File: src/rtl/params_pkg.sv
// Shared constants and state encoding for the parameter store writer and loader.
package params_pkg;

    localparam int NUM_PARAMS   = 6002;
    localparam int PARAM_ADDR_W = 13;
    localparam int WORD_W       = 32;
    localparam int BYTE_W       = 8;

    typedef enum logic [1:0] {
        S_IDLE,
        S_COLLECT,
        S_WRITE,
        S_DONE
    } wr_state_t;

endpackage

File: src/rtl/param_bram_writer_if.sv
// Byte-stream input and BRAM port-A drive bundled for the parameter store writer.
interface param_bram_writer_if #(
    parameter int ADDR_W = 13
);
    import params_pkg::*;

    logic                in_valid;
    logic [BYTE_W-1:0]   in_data;
    logic                in_ready;
    logic                ena;
    logic                wea;
    logic [ADDR_W-1:0]   addra;
    logic [WORD_W-1:0]   dina;

    modport master (
        output in_valid, in_data,
        input  in_ready, ena, wea, addra, dina
    );

    modport slave (
        input  in_valid, in_data,
        output in_ready, ena, wea, addra, dina
    );

endinterface

File: src/rtl/param_bram_writer_packer.sv
// Little-endian byte packer; word/word_full show the completed word in the cycle its last byte arrives.
module byte_packer (
    input  logic        clk,
    input  logic        rst,
    input  logic        clear,
    input  logic        byte_en,
    input  logic [7:0]  byte_in,
    output logic [31:0] word,
    output logic        word_full
);
    import params_pkg::*;

    logic [WORD_W-1:0] shreg;
    logic [1:0]        idx;

    // Insert the incoming byte so the top can register the full word on the 4th accept
    always_comb begin
        word             = shreg;
        word[8*idx +: 8] = byte_in;
        word_full        = byte_en && (idx == 2'd3);
    end

    always_ff @(posedge clk) begin
        if (rst || clear) begin
            shreg <= '0;
            idx   <= '0;
        end else if (byte_en) begin
            shreg[8*idx +: 8] <= byte_in;
            idx               <= idx + 2'd1;
        end
    end

endmodule

File: src/rtl/param_bram_writer.sv
// Packs a byte stream into 32-bit words and writes them to the parameter BRAM from address 0 upward.
module param_bram_writer #(
    parameter int NUM_PARAMS = 6002,
    parameter int ADDR_W     = 13
) (
    input  logic                 clk,
    input  logic                 rst,
    input  logic                 start,
    param_bram_writer_if.slave   bus,
    output logic                 busy,
    output logic                 done,
    output logic [ADDR_W-1:0]    word_count
);
    import params_pkg::*;

    localparam logic [ADDR_W-1:0] LAST_ADDR = ADDR_W'(NUM_PARAMS - 1);

    wr_state_t         state;
    logic              arm;
    logic              byte_en;
    logic [WORD_W-1:0] packed_word;
    logic              word_full;

    // word_count doubles as the next write address since both clear on start and step per write
    assign arm     = start && ((state == S_IDLE) || (state == S_DONE));
    assign byte_en = bus.in_valid && bus.in_ready;

    byte_packer u_packer (
        .clk       (clk),
        .rst       (rst),
        .clear     (arm),
        .byte_en   (byte_en),
        .byte_in   (bus.in_data),
        .word      (packed_word),
        .word_full (word_full)
    );

    always_ff @(posedge clk) begin
        if (rst) begin
            state        <= S_IDLE;
            bus.in_ready <= 1'b0;
            bus.ena      <= 1'b0;
            bus.wea      <= 1'b0;
            bus.addra    <= '0;
            bus.dina     <= '0;
            busy         <= 1'b0;
            done         <= 1'b0;
            word_count   <= '0;
        end else begin
            case (state)
                S_IDLE, S_DONE: begin
                    if (start) begin
                        state        <= S_COLLECT;
                        bus.in_ready <= 1'b1;
                        busy         <= 1'b1;
                        done         <= 1'b0;
                        word_count   <= '0;
                    end
                end
                S_COLLECT: begin
                    if (word_full) begin
                        state        <= S_WRITE;
                        bus.in_ready <= 1'b0;
                        bus.ena      <= 1'b1;
                        bus.wea      <= 1'b1;
                        bus.addra    <= word_count;
                        bus.dina     <= packed_word;
                    end
                end
                S_WRITE: begin
                    bus.ena    <= 1'b0;
                    bus.wea    <= 1'b0;
                    word_count <= word_count + 1'b1;
                    if (bus.addra == LAST_ADDR) begin
                        state <= S_DONE;
                        done  <= 1'b1;
                        busy  <= 1'b0;
                    end else begin
                        state        <= S_COLLECT;
                        bus.in_ready <= 1'b1;
                    end
                end
                default: state <= S_IDLE;
            endcase
        end
    end

endmodule

File: src/flat_wrapper.sv
// flat-port wrapper written by rule: the top's interface ports become plain ports
module param_bram_writer_flat import params_pkg::*;
#(
    parameter int NUM_PARAMS = 6002,
    parameter int ADDR_W     = 13
)
  (clk, rst, start, busy, done, word_count, bus_in_valid, bus_in_data, bus_in_ready, bus_ena, bus_wea, bus_addra, bus_dina);
  param_bram_writer_if #(.ADDR_W(ADDR_W)) bus_i ();
  input  logic clk;
  input  logic rst;
  input  logic start;
  output logic busy;
  output logic done;
  output logic [ADDR_W-1:0] word_count;
  input wire logic [$bits(bus_i.in_valid)-1:0] bus_in_valid;
  input wire logic [$bits(bus_i.in_data)-1:0] bus_in_data;
  output wire logic [$bits(bus_i.in_ready)-1:0] bus_in_ready;
  output wire logic [$bits(bus_i.ena)-1:0] bus_ena;
  output wire logic [$bits(bus_i.wea)-1:0] bus_wea;
  output wire logic [$bits(bus_i.addra)-1:0] bus_addra;
  output wire logic [$bits(bus_i.dina)-1:0] bus_dina;
  assign bus_i.in_valid = bus_in_valid;
  assign bus_i.in_data = bus_in_data;
  assign bus_in_ready = bus_i.in_ready;
  assign bus_ena = bus_i.ena;
  assign bus_wea = bus_i.wea;
  assign bus_addra = bus_i.addra;
  assign bus_dina = bus_i.dina;
  param_bram_writer #(.NUM_PARAMS(NUM_PARAMS), .ADDR_W(ADDR_W)) u_core (.clk(clk), .rst(rst), .start(start), .bus(bus_i), .busy(busy), .done(done), .word_count(word_count));
endmodule
File: config.mk
export PLATFORM = sky130hd
export DESIGN_NAME = param_bram_writer_flat
export DESIGN_NICKNAME = d
export VERILOG_FILES = /design/src/rtl/params_pkg.sv /design/src/rtl/param_bram_writer_if.sv /design/src/rtl/param_bram_writer_packer.sv /design/src/rtl/param_bram_writer.sv /design/src/flat_wrapper.sv
export SDC_FILE = /design/constraint.sdc
export NUM_CORES = 1
export LEC_CHECK = 0
export CORE_UTILIZATION = 57
export DETAILED_ROUTE_END_ITERATION = 10
export PLACE_DENSITY = 0.92
export SLEW_MARGIN = 30
export SYNTH_ARGS = -nofsm -noshare
export SYNTH_HDL_FRONTEND = slang
export SYNTH_HIERARCHICAL = 1
export SYNTH_SLANG_ARGS = --single-unit
export TNS_END_PERCENT = 50
File: constraint.sdc
create_clock -name clk -period 5.8 [get_ports clk]
set_input_delay 1.45 -clock clk [delete_from_list [all_inputs] [get_ports clk]]
set_output_delay 1.45 -clock clk [all_outputs]
set_load 0.005 [all_outputs]
==> results.sh, run 1 <==
export IMPL_status="finished clean"
export IMPL_synth_seq_cells=98
export IMPL_ir_drop_uv=169
export IMPL_cts_max_level=3
export IMPL_power_leakage_nw=1.69
export IMPL_fp_dieW_um=89.3
export IMPL_vias_per_cell=5.98
export IMPL_total_power_mw=1.22
export IMPL_drt_iter0_drc=371
export IMPL_synth_adder_area_share_pct=2.31
export IMPL_finalWirelength_um=11100
export IMPL_yosysSeqAreaShare_pct=45.2
export IMPL_area_growth_pct=20.7
export IMPL_clock_fmax_mhz=265
export IMPL_yosys_warnings=6
export IMPL_hold_violations=0
export IMPL_wl_per_cell_um=16.0
export IMPL_ant_nets=0
export IMPL_row_count=31
export IMPL_mostFrequentLayoutCells="nand2_1 (135), dfxtp_1 (98), clkdlybuf4s50_1 (73)"
export IMPL_vias=4144
export IMPL_worstMarginPinSlew_ns=0.744
export IMPL_setup_violations=0
export IMPL_finalWeightedCongestion=0.829
export IMPL_cts_setup_buffers=0
export IMPL_fillers=561
export IMPL_syn_num_nets=559
export IMPL_synth_mux_area_share_pct=0.577
export IMPL_synth_edf_count=0
export IMPL_skew_ns=0.00865
export IMPL_drive_gt1_share_pct=4.55
export IMPL_io_buffers=74
export IMPL_crit_path_end_kind="register"
export IMPL_path_class="in2reg"
export IMPL_finalCritPeriodShare_pct=65.1
export IMPL_hold_class="reg2reg"
export IMPL_core_area_um2=7290
export IMPL_grt_pass1_vias=3661
export IMPL_die_area_um2=7970
export IMPL_cap_violations=0
export IMPL_clock_sinks=98
export IMPL_synth_flop_cell="dfxtp_1"
export IMPL_grt_overflow=0
export IMPL_pre_cts_slack_ns=1.74
export IMPL_whs_ns=0.457
export IMPL_nets=609
export IMPL_synth_xor_area_share_pct=1.82
export IMPL_critPathRequiredTime_ns=6.08
export IMPL_drc_errors=0
export IMPL_cp_arrival_ns=4.05
export IMPL_tritoncts="built"
export IMPL_grt_max_degree=58
export IMPL_cp_max_fo=32
export IMPL_cts_resized_gates=0
export IMPL_ys_types=48
export IMPL_drv_slew=0
export IMPL_synth_compound_area_share_pct=18.5
export IMPL_final_common_cell="nand2_1"
export IMPL_syn_avg_cell_area_um2=8.05
export IMPL_insertion_delay_ns=0.36
export IMPL_initial_utilization_pct=59.5
export IMPL_diodes=0
export IMPL_drt_pass1_iterations=7
export IMPL_final_setup_tns_ns=0
export IMPL_grt_antenna_before_repair=0
export IMPL_power_density_nw_per_um2=234
export IMPL_io_pins=75
export IMPL_rsz0062_at_grt="no"
export IMPL_maxSlewHeadroom_pct=50.3
export IMPL_cts_hold_buf=0
export IMPL_grt_pass1_wl_um=17200
export IMPL_layout_min_cycle_time_ns=3.77
export IMPL_cts_root_buffer="clkbuf_8"
export IMPL_die_height_um=89.3
export IMPL_timing_final_ws_setup_ns=2.03
export IMPL_cts_buffers=9
export IMPL_syn_inst=539
export IMPL_hpwlAfterDp_um=7340
export IMPL_grtUsageTotal_pct=28.6
export IMPL_clk_pin_slew_ns=0.09
export IMPL_netlist_area_um2=4340
export IMPL_start_kind="input port"
export IMPL_yosys_area_share_simple_pct=25.0
export IMPL_async_reset_ff_share_pct=0
export IMPL_cts_buffer_depth=2
export IMPL_synth_top_family_by_area="simple AND/OR/NAND/NOR gates"
[cell type report]
| type | count | area [um2] | area share [%] |
|---|---|---|---|
| tap | 99 | 124 | 2.36 |
| clock inverter | 4 | 50.0 | 0.955 |
| timing repair buffer | 77 | 761 | 14.5 |
| clock buffer | 12 | 155 | 2.96 |
| sequential | 98 | 1960 | 37.4 |
| inverter | 26 | 97.6 | 1.86 |
| multi-input combinational | 377 | 2090 | 39.9 |
[worst paths after layout]
| kind | to | startpoint | cells past startpoint | slack [ns] |
|---|---|---|---|---|
| max | u_core/bus.dina[2] | bus_in_valid | 9 | 2.03 |
| min | u_core/bus.dina[31] | u_core/bus.dina[31] | 2 | 0.46 |
| max reg2reg | u_core/bus.dina[2] | u_core/bus.in_ready | 8 | 3.20 |
| min reg2reg | u_core/bus.dina[31] | u_core/bus.dina[31] | 2 | 0.46 |
[report_power, final]
part	leakage (nW)	switching (mW)	total [mW]	internal, mW
registers	0.790	0.00492	0.682	0.677
clock network	0.0986	0.226	0.448	0.222
logic	0.804	0.0635	0.0939	0.0304
[metrics by stage]
stage / utilization, % / cells / instance area [um2]
2_1_floorplan: - / 539 / 4340
3_3_place_gp: 69.0 / 677 / 5030
3_5_place_dp: 69.0 / 677 / 5030
4_1_cts: 71.8 / 693 / 5240
5_1_grt: 71.8 / 693 / 5240
6_report: 71.8 / 693 / 5240
[synth_stat cells (all sizes together) (2+ instances only)]
cell type,number,share of area (%)
a21oi,71,8.2
a22o,16,3.2
a32oi,17,3.4
and2,6,0.87
and4,3,0.61
buf,19,2.7
clkbuf,19,1.6
dfxtp,98,45
ha,8,2.3
inv,25,2.2
nand2,135,12
nand2b,2,0.29
nand3,12,1.5
nand3b,2,0.35
nand4,13,1.9
nand4b,2,0.40
nor2,29,2.5
nor2b,7,1.0
nor3b,4,1.2
nor4,2,0.63
o21ai,20,2.3
o21bai,3,0.52
xnor2,3,0.61
xor2,6,1.2
[metal layers]
layer  routed length (um)  up-vias  part of all wire (%)  GRT usage [%]
li1                     -     1929                     -              -
met1                 4600     1970                    41           37.5
met2                 5320      218                    48           45.7
met3                  923       27                   8.3           4.52
met4                  264        0                   2.4           15.3
met5                    0        -                     0              0
[sequential cells by signal (all words and copies together), names as in the netlist]
name and count:
u_core/bus.wea 1, u_core/state 2, u_core/u_packer/idx 2, u_core/busy 1
u_core/bus.in_ready 1, u_core/bus.addra 13, u_core/bus.dina 32, u_core/u_packer/shreg 32
u_core/done 1, u_core/word_count 13
[critical path: stages]
cell	delay (ns)
clkdlybuf4s50_1	0.39
and2_1	0.16
buf_4	0.23
nand2_1	0.27
clkinv_1	0.32
nand2_1	0.51
buf_4	0.43
nand2_1	0.10
a21oi_1	0.16
[cells by family after synthesis]
kind of cell	Yosys count
buffers and inverters	64
XOR/XNOR	9
AO/OA/AOI/OAI	131
adder cells (fa/ha/maj)	8
multiplexers	2
flip-flops	98
AND/OR/NAND/NOR	227
No activity file was read; power rests on OpenSTA's default activity.
==> run 2: changes to the inputs <==
CORE_UTILIZATION = 48   (was 57)
PLACE_DENSITY = 0.83   (was 0.92)
clock period = 3.31 ns   (was 5.8 ns; I/O delays follow)
==> results.sh, run 2 (synthesis results as in run 1) <==
export IMPL_status="finished clean"
export IMPL_worstMarginPinSlew_ns=0.775
export IMPL_total_power_mw=2.03
export IMPL_io_pins=75
export IMPL_fin_util_pct=60.1
export IMPL_drt_iter0_drc=208
export IMPL_fp_dieW_um=97.1
export IMPL_rsz0062_at_grt="no"
export IMPL_cpPeakStageDelay_ns=0.51
export IMPL_grt_pass1_wl_um=17800
export IMPL_timing_final_ws_setup_ns=0.579
export IMPL_vias_per_cell=5.64
export IMPL_area_growth_pct=20.8
export IMPL_path_class="in2reg"
export IMPL_drv_slew=0
export IMPL_die_area_um2=9420
export IMPL_drc_errors=0
export IMPL_clock_fmax_mhz=366
export IMPL_hold_class="reg2reg"
export IMPL_mostFrequentLayoutCells="nand2_1 (135), dfxtp_1 (98), clkdlybuf4s50_1 (73)"
export IMPL_cts_buffer_depth=2
export IMPL_cts_buffers=9
export IMPL_cts_resized_gates=0
export IMPL_finalWeightedCongestion=0.845
export IMPL_power_leakage_nw=1.70
export IMPL_finalWirelength_um=10900
export IMPL_grtUsageTotal_pct=23.1
export IMPL_cp_arrival_ns=3.01
export IMPL_wl_per_cell_um=15.6
export IMPL_io_buffers=74
export IMPL_grt_pass1_vias=3660
export IMPL_path_common_cell="nand2_1"
export IMPL_pre_cts_slack_ns=0.276
export IMPL_clock_sinks=98
export IMPL_critPathRequiredTime_ns=3.59
export IMPL_cap_violations=0
export IMPL_fillers=739
export IMPL_critical_path_cell_chain="clkdlybuf4s50_1 -> and2_1 -> nand2_1 -> clkinv_1 -> nand2_1 -> buf_4 -> nand2_1 -> a21oi_1"
export IMPL_grt_overflow=0
export IMPL_final_setup_tns_ns=0
export IMPL_row_count=34
export IMPL_die_height_um=97.1
export IMPL_crit_path_end_kind="register"
export IMPL_cp_endpoint="u_core/bus.addra[12]"
export IMPL_start_kind="input port"
export IMPL_top_regs="u_core/bus.dina: 32 flops, u_core/u_packer/shreg: 32 flops"
export IMPL_cts_max_level=3
export IMPL_clk_pin_slew_ns=0.08
export IMPL_startpoint="bus_in_valid"
export IMPL_holdPathStages=2
export IMPL_cts_setup_buffers=0
export IMPL_power_density_nw_per_um2=388
export IMPL_layout_min_cycle_time_ns=2.73
export IMPL_cts_hold_buf=0
export IMPL_grt_antenna_before_repair=0
export IMPL_core_area_um2=8720
export IMPL_grt_max_degree=41
export IMPL_final_common_cell="nand2_1"
export IMPL_setup_violations=0
export IMPL_insertion_delay_ns=0.34
export IMPL_r2r_end="u_core/bus.addra[12]"
export IMPL_finalCritPeriodShare_pct=82.5
export IMPL_nets=612
export IMPL_tritoncts="built"
export IMPL_hold_violations=0
export IMPL_slowest_stage="nand2_1"
export IMPL_ir_drop_uv=223
export IMPL_rr_worst_depth=7
export IMPL_diodes=0
export IMPL_skew_ns=0.00564
export IMPL_maxSlewHeadroom_pct=48.2
export IMPL_drt_pass1_iterations=5
export IMPL_r2r_slack_ns=0.94
export IMPL_initial_utilization_pct=49.8
export IMPL_cp_max_fo=14
export IMPL_drive_gt1_share_pct=4.55
export IMPL_hpwlAfterDp_um=7510
export IMPL_ant_nets=0
export IMPL_timing_rr_start="u_core/u_packer/idx[0]"
export IMPL_cts_root_buffer="clkbuf_8"
export IMPL_whs_ns=0.457
export IMPL_vias=3957
==> run 2: cell types whose count changed in the layout (fill, tap and decap cells not counted), sizes merged <==
cell / delta
buf: +3
clkinvlp: -2
bufinv: -1
clkinv: -1
==> run 2: worst min path at each step <==
stage | startpoint | to | slack (ns)
2_1_floorplan | u_core/u_packer/shreg[21] | u_core/u_packer/shreg[21] | 0.43
3_3_place_gp | u_core/u_packer/shreg[22] | u_core/u_packer/shreg[22] | 0.44
3_5_place_dp | u_core/u_packer/shreg[22] | u_core/u_packer/shreg[22] | 0.45
4_1_cts | u_core/u_packer/shreg[22] | u_core/u_packer/shreg[22] | 0.46
5_1_grt | u_core/bus.dina[14] | u_core/bus.dina[14] | 0.48
6_report | u_core/bus.dina[25] | u_core/bus.dina[25] | 0.46
==> run 2: power breakdown <==
| group | internal (mW) | switching (mW) |
|---|---|---|
| registers | 1.19 | 0.00766 |
| logic | 0.0537 | 0.112 |
| clock network | 0.319 | 0.356 |
==> run 2: worst max-delay path, delay by kind of cell <==
family | cells | cell delay (ns)
buffers and inverters | 3 | 1.01
AO/OA/AOI/OAI | 1 | 0.16
AND/OR/NAND/NOR | 4 | 1.00
==> run 2: stage by stage <==
stage / instance area (um2) / std cells
floorplan: 4340 / 539
global placement: 5080 / 689
detailed placement: 5080 / 689
CTS: 5240 / 701
global route: 5240 / 701
finish: 5240 / 701
==> run 2: routing by layer <==
metal,routed length [um],GRT usage [%],share of wire (%),vias up
li1,-,-,-,1933
met2,5280,38.2,48,136
met1,4880,30.7,45,1869
met5,0,0,0,-
met4,197,9.07,1.8,0
met3,538,2.95,4.9,19
==> run 2: final cells by class <==
cell class,instances,area (um2),share of cell area [%]
tap,108,135,2.58
clock buffer,12,165,3.15
multi-input combinational,377,2090,39.9
sequential,98,1960,37.4
timing repair buffer,80,793,15.1
inverter,26,97.6,1.86
